$ cat src/rtl/fifo_line_reader.sv
// Byte-FIFO read-side consumer: pops one byte per two cycles and assembles LF- or length-terminated lines.
// Optional build macro FIFO_LINE_READER_CR_STRIP_EN discards captured 8'h0D bytes.
module fifo_line_reader #(
   parameter int MAX_LEN = 50,
   parameter int LEN_W   = $clog2(MAX_LEN + 1)
) (
   input  logic                 read_clk,
   input  logic                 rst_n,
   input  logic                 empty,
   input  logic [7:0]           data_out,
   output logic                 read_en,
   output logic [8*MAX_LEN-1:0] line_data,
   output logic [LEN_W-1:0]     line_len,
   output logic                 line_valid,
   input  logic                 line_ready,
   output logic                 truncated,
   output logic [15:0]          line_count
);

   typedef enum logic {FILL, HOLD} state_t;

   localparam logic [LEN_W-1:0] MAX_LEN_L = LEN_W'(MAX_LEN);

   state_t           state;
   logic             run;
   logic             pend;
   logic             is_lf;
   logic             is_drop;
   logic [LEN_W-1:0] len_next;

   // run stays low through reset so no pop can be requested while rst_n is asserted
   assign read_en  = run && (state == FILL) && !pend && !empty;
   assign is_lf    = (data_out == 8'h0A);
   assign len_next = line_len + 1'b1;

`ifdef FIFO_LINE_READER_CR_STRIP_EN
   assign is_drop = (data_out == 8'h0D);
`else
   assign is_drop = 1'b0;
`endif

   always_ff @(posedge read_clk or negedge rst_n) begin
      if (!rst_n) begin
         state      <= FILL;
         run        <= 1'b0;
         pend       <= 1'b0;
         line_data  <= '0;
         line_len   <= '0;
         line_valid <= 1'b0;
         truncated  <= 1'b0;
         line_count <= '0;
      end else begin
         run <= 1'b1;
         case (state)
            FILL: begin
               // pop stage: a request marks one byte in flight
               if (read_en) begin
                  pend <= 1'b1;
               // capture stage: data_out holds the byte popped on the previous edge
               end else if (pend) begin
                  pend <= 1'b0;
                  if (is_lf) begin
                     line_valid <= 1'b1;
                     truncated  <= 1'b0;
                     state      <= HOLD;
                  end else if (!is_drop) begin
                     for (int i = 0; i < MAX_LEN; i++) begin
                        if (line_len == LEN_W'(i)) line_data[8*i +: 8] <= data_out;
                     end
                     line_len <= len_next;
                     if (len_next == MAX_LEN_L) begin
                        line_valid <= 1'b1;
                        truncated  <= 1'b1;
                        state      <= HOLD;
                     end
                  end
               end
            end
            HOLD: begin
               if (line_valid && line_ready) begin
                  line_valid <= 1'b0;
                  truncated  <= 1'b0;
                  line_len   <= '0;
                  line_data  <= '0;
                  line_count <= line_count + 16'd1;
                  state      <= FILL;
               end
            end
            default: state <= FILL;
         endcase
      end
   end

endmodule

$ cat config.mk
export PLATFORM = sky130hd
export DESIGN_NAME = fifo_line_reader
export DESIGN_NICKNAME = d
export VERILOG_FILES = /design/src/rtl/fifo_line_reader.sv
export SDC_FILE = /design/constraint.sdc
export NUM_CORES = 1
export LEC_CHECK = 0
export CAP_MARGIN = 20
export CORE_MARGIN = 2
export CORE_UTILIZATION = 45
export DETAILED_ROUTE_END_ITERATION = 7
export GPL_TIMING_DRIVEN = 0
export PLACE_DENSITY = 0.81
export SLEW_MARGIN = 15
export SYNTH_ARGS = -nofsm -noshare
export SYNTH_HDL_FRONTEND = slang
export SYNTH_SLANG_ARGS = --single-unit
$ cat constraint.sdc
create_clock -name read_clk -period 1.8 [get_ports read_clk]
set_input_delay 0.36 -clock read_clk [delete_from_list [all_inputs] [get_ports read_clk]]
set_output_delay 0.36 -clock read_clk [all_outputs]
set_load 0.05 [all_outputs]
After elaboration in Yosys (flattened, before gate mapping)
Cells that the tools add are included.
{ "op_classes": {"n_eq_ne": 106, "n_reduce_logical": 60, "bitwise": 1, "n_addsub": 2, "n_mux": 77} }
{ "ops": {"columns": ["operator", "count"], "rows": [
  ["400-bit two-way mux", 4],
  ["400-bit one-hot mux with 2 select lines", 1],
  ["8-bit two-way mux", 50],
  ["5-bit AND reduction", 50],
  ["6-bit equality test (second input constant)", 19],
  ["2-bit by 1-bit != test with 1-bit output (second input constant)", 51],
  ["6-bit by 5-bit equality test with 1-bit output (second input constant)", 16],
  ["6-bit by 4-bit equality test with 1-bit output (second input constant)", 8],
  ["6-bit by 3-bit equality test with 1-bit output (second input constant)", 4],
  ["6-bit two-way mux", 4],
  ["16-bit by 1-bit adder with 16-bit output (second input constant)", 1],
  ["1-bit two-way mux", 14],
  ["6-bit by 2-bit equality test with 1-bit output (second input constant)", 2],
  ["6-bit one-hot mux with 2 select lines", 1],
  ["8-bit by 4-bit equality test with 1-bit output (second input constant)", 1],
  ["4-bit AND reduction", 2],
  ["6-bit by 1-bit adder with 6-bit output (second input constant)", 1],
  ["6-bit by 1-bit equality test with 1-bit output (second input constant)", 1],
  ["6-bit logical NOT", 1],
  ["2-bit != test (second input constant)", 3],
  ["1-bit one-hot mux with 2 select lines", 3],
  ["1-bit logical AND", 4],
  ["3-bit by 2-bit != test with 1-bit output (second input constant)", 1],
  ["1-bit logical NOT", 2],
  ["2 further kinds", 2]
]} }
{ "word_totals": {"in_bits": 12, "regBits": 427, "output_inout_bits": 425} }

Depth between registers and ports, before layout
{ "depth": {"ltp_word": 7, "depth_mapped": 7, "depth_no_buf": 6} }

Worst setup path after synthesis
No wires, ideal clock.
{ "synth_timing": {"path_kind": "register to output", "start": "register state", "end": "output port read_en", "path_stages_with_launch": 4, "arrival_ns": 2.477, "path_buffers": 2, "slack_ns": -1.037, "path_cell_list": "dfrtp_1 -> buf_2 -> buf_1 -> nor4b_1"} }
{ "synth_via": {"elab_chain_cells": 4} }
{ "synth_lines": {"columns": ["element", "line", "source"], "rows": [
  ["from (decl)", "24", "state_t state;"],
  ["from (signal assigned)", "44", "state <= FILL;"],
  ["from (signal assigned)", "65", "state <= HOLD;"],
  ["from (signal assigned)", "74", "state <= HOLD;"],
  ["1-bit NOT", null, null],
  ["1-bit logical AND (3 in series)", "32", "assign read_en = run && (state == FILL) && !pend && !empty;"],
  ["to (decl)", "11", "output logic read_en,"]
]} }
No other way between the ends.

Final worst setup path
Ends and elaborated chain as after synthesis.

==> results by group <==
Power
  – Total chip power: 0.0589 W
  – Peak supply drop: 1.35 mV
  – PwrDens: 2020 nW/um2
  – Pleak: 12.7 nW

Critical path
  – Worst Path Class, Setup: register to output port
  – Required @ worst endpoint: 1440 ps
  – Startpoint Class: register
  – Delay-heaviest family, CP: buffers and inverters
  – CP dominant cell by count: buf_6
  – CP arrival: 1770 ps
  – Worst setup EP type: output port
  – CP peak stage delay: 440 ps
  – CP max-delay cell: dfrtp_2
  – Buf+Inv Stages, Crit Path: 3
  – CP Cell Sequence: buf_6 > buf_12 > nor4b_4 > buf_6
  – CP Max Fanout: 5

Job
  – Max cap viols: 0

Floorplan
  – Site Rows: 73
  – Die X: 206 um
  – Initial Utilization: 0.459
  – Die area: 42,300 um2
  – Die height: 206 um
  – Core Area: 39,900 um2
  – I/O pin cnt: 437

STA
  – Min cycle time layout: 2130 ps
  – Fmax: 470 MHz
  – Max Slew Vio Count: 0
  – Final Setup Violations: 407
  – Relative slew slack: 0.603
  – Skew final: 37.0 ps
  – Final WS setup: -326 ps
  – RSZ-0062 raised after global routing: true
  – Slew at the pin closest to its max-slew limit: 592 ps
  – Final hold slack: 339 ps
  – Hold Vio Cnt, Final: 0
  – Final worst path period share: 1.18

Synth
  – Synthesized Nets: 1,137
  – FFs w/ async S/R, synth: 1.00
  – Post-synth EDFFs: 0
  – Unique masters post-synth: 46
  – Avg Synthesized Cell Area: 16.4 um2
  – Area contributors post-synth: dfrtp_1 58%, mux2_4 20%, mux2_2 10%, a21oi_4 2.8%, a31oi_1 1.4%
  – Mapped Cells: 1,119
  – Register area share after synthesis: 0.584
  – Synthesized cell area: 18,300 um2
  – Yosys top cell area share: 0.584
  – Top cells by count, synth: 427 x dfrtp_1, 240 x mux2_4, 162 x mux2_2
  – Cell taking the most area after synthesis: dfrtp_1
  – Syn. warnings: 0
  – Ys flop type: dfrtp_1
  – Seq cells post-synth: 427
  – Most common cell in the netlist: dfrtp_1

Routing
  – Remaining DRCs: 0
  – Wire length per cell: 28.4 um
  – Initial DRC Count: 786
  – Post-Route WL: 65,600 um
  – Via count: 12,800
  – Vias/cell: 5.52
  – Pre-antenna DRT Iters: 5
  – Post-route ant nets: 0

Cells and area
  – Fin nets: 1,767
  – Area delta synth->final: 59.4%
  – Share of cells above drive strength 1: 0.710
  – Multi-input logic area: 8660 um2
  – Sequential Area: 10,700 um2
  – Fill count: 2,315
  – Final cell count without fillers: 2,310

Placed design
  – Routability cong.: 0.903
  – Port bufs: 436
  – Placed Instances: 2,086
  – HPWL after DPL: 38,200 um

Clock network
  – CTS buffer count: 45
  – Clock Tree Root: clkbuf_16
  – H-tree depth: 2
  – Worst skew pair latency: 580 ps
  – Clock sink count: 427
  – CTS tree: done
  – Buffer depth of the longest clock path: 3
  – Clk slew on worst S/H paths: 80 ps

GRT
  – Total Routing Usage GR: 0.297
  – Grt met3 use: 0.0697
  – Grt met1 use: 0.370
  – Most used routing layer: met2
  – First-pass GRT wire length: 92,800 um
  – Met2 Usage GRT: 0.489
  – Largest net degree at the start of global routing: 106
  – Initial antenna violation count: 6
  – Vias in the first global route: 13,700
  – Overflow after GRT: 0

Hold path
  – Hold Path Class: input pin to async pin

Status
  – Failing checks: setup timing
  – Status: complete, but fails checks
==> cells in the final DEF (no fill, tap or decap), types with 9 or more instances in the layout <==
master,synthesis,layout
dfrtp_1,427,418
clkdlybuf4s15_2,0,400
mux2_4,240,396
buf_12,4,69
buf_4,9,62
clkbuf_16,0,52
a21oi_4,32,52
clkbuf_2,1,41
buf_6,1,27
a31oi_4,0,26
buf_2,10,19
buf_8,0,12
nand2_1,12,12
clkbuf_8,0,11
nor2b_4,0,10
a31oi_2,0,10
xnor2_1,10,10
clkinv_2,0,10
dfrtp_2,0,9
==> sequential cells by signal, indices dropped and copies added, names as in the netlist <==
signal and flops:
line_count 16, line_data 400, line_len 6, line_valid 1
pend 1, run 1, state 1, truncated 1
==> power by group <==
part           switching, W  total, W  internal, W
clock               0.00397   0.00975      0.00578
combinational        0.0206    0.0328       0.0122
sequential          0.00282    0.0164       0.0136
==> metrics by stage <==
stage / worst slack [ps] / cell area (um2) / setup TNS (ps) / util
after floorplan: -176 / 18800 / -41550 / -
after global placement: -19270 / 23800 / -7880360 / 0.597
after detailed placement: -927 / 24000 / -306210 / 0.600
after CTS: -315 / 28600 / -35500 / 0.718
after global routing: -388 / 29200 / -67020 / 0.731
final: -326 / 29200 / -61990 / 0.731
==> final timing paths <==
kind                                                 start                    endpoint  slack [ps]  cells past startpoint
worst max-delay path                       state$_DFF_PN0_                     read_en        -330                      4
worst min-delay path                                 rst_n  line_data[317]$_DFFE_PN0P_         340                      2
worst max register to register             state$_DFF_PN0_  line_data[318]$_DFFE_PN0P_        -270                      8
worst min register to register  line_count[15]$_DFFE_PN0P_  line_count[15]$_DFFE_PN0P_         500                      1
max in group asynchronous                            rst_n   line_data[42]$_DFFE_PN0P_         250                      4
min in group read_clk           line_count[15]$_DFFE_PN0P_  line_count[15]$_DFFE_PN0P_         500                      1
==> cell families after synthesis <==
| kind of cell | synth area share |
|---|---|
| flip-flops | 0.584 |
| multiplexers | 0.298 |
| AO/OA/AOI/OAI | 0.0605 |
| buffers and inverters | 0.0232 |
| AND/OR/NAND/NOR | 0.0223 |
| XOR/XNOR | 0.00861 |
| adder cells (fa/ha/maj) | 0.00410 |
| other | 0.000205 |
==> final cells by class <==
type	instances	share of cell area
flip-flops and latches	427	0.366
multi-input cells	611	0.297
repair buffers	586	0.237
clock buffers	61	0.0459
plain buffers	74	0.0232
well taps	525	0.0225
clock inverters	19	0.00720
inverters	4	0.000686
diodes	3	0.000257
==> timing repair <==
action / in CTS / in global routing
buffers inserted: 99 / 41
cloned: 5 / 5
pin swaps: 54 / 22
hold buffers: 1 / 0
endpoints found under the hold margin: 76 / 0
gates resized for setup: 1552 / 118
setup endpoints to repair: 834 / 609
==> metal layers <==
layer  share of wire  wire [um]
met1            0.40      26100
met2            0.48      31700
met3           0.070       4590
met4           0.048       3130
met5         0.00061         40
Power figures use the tool's default switching activity.
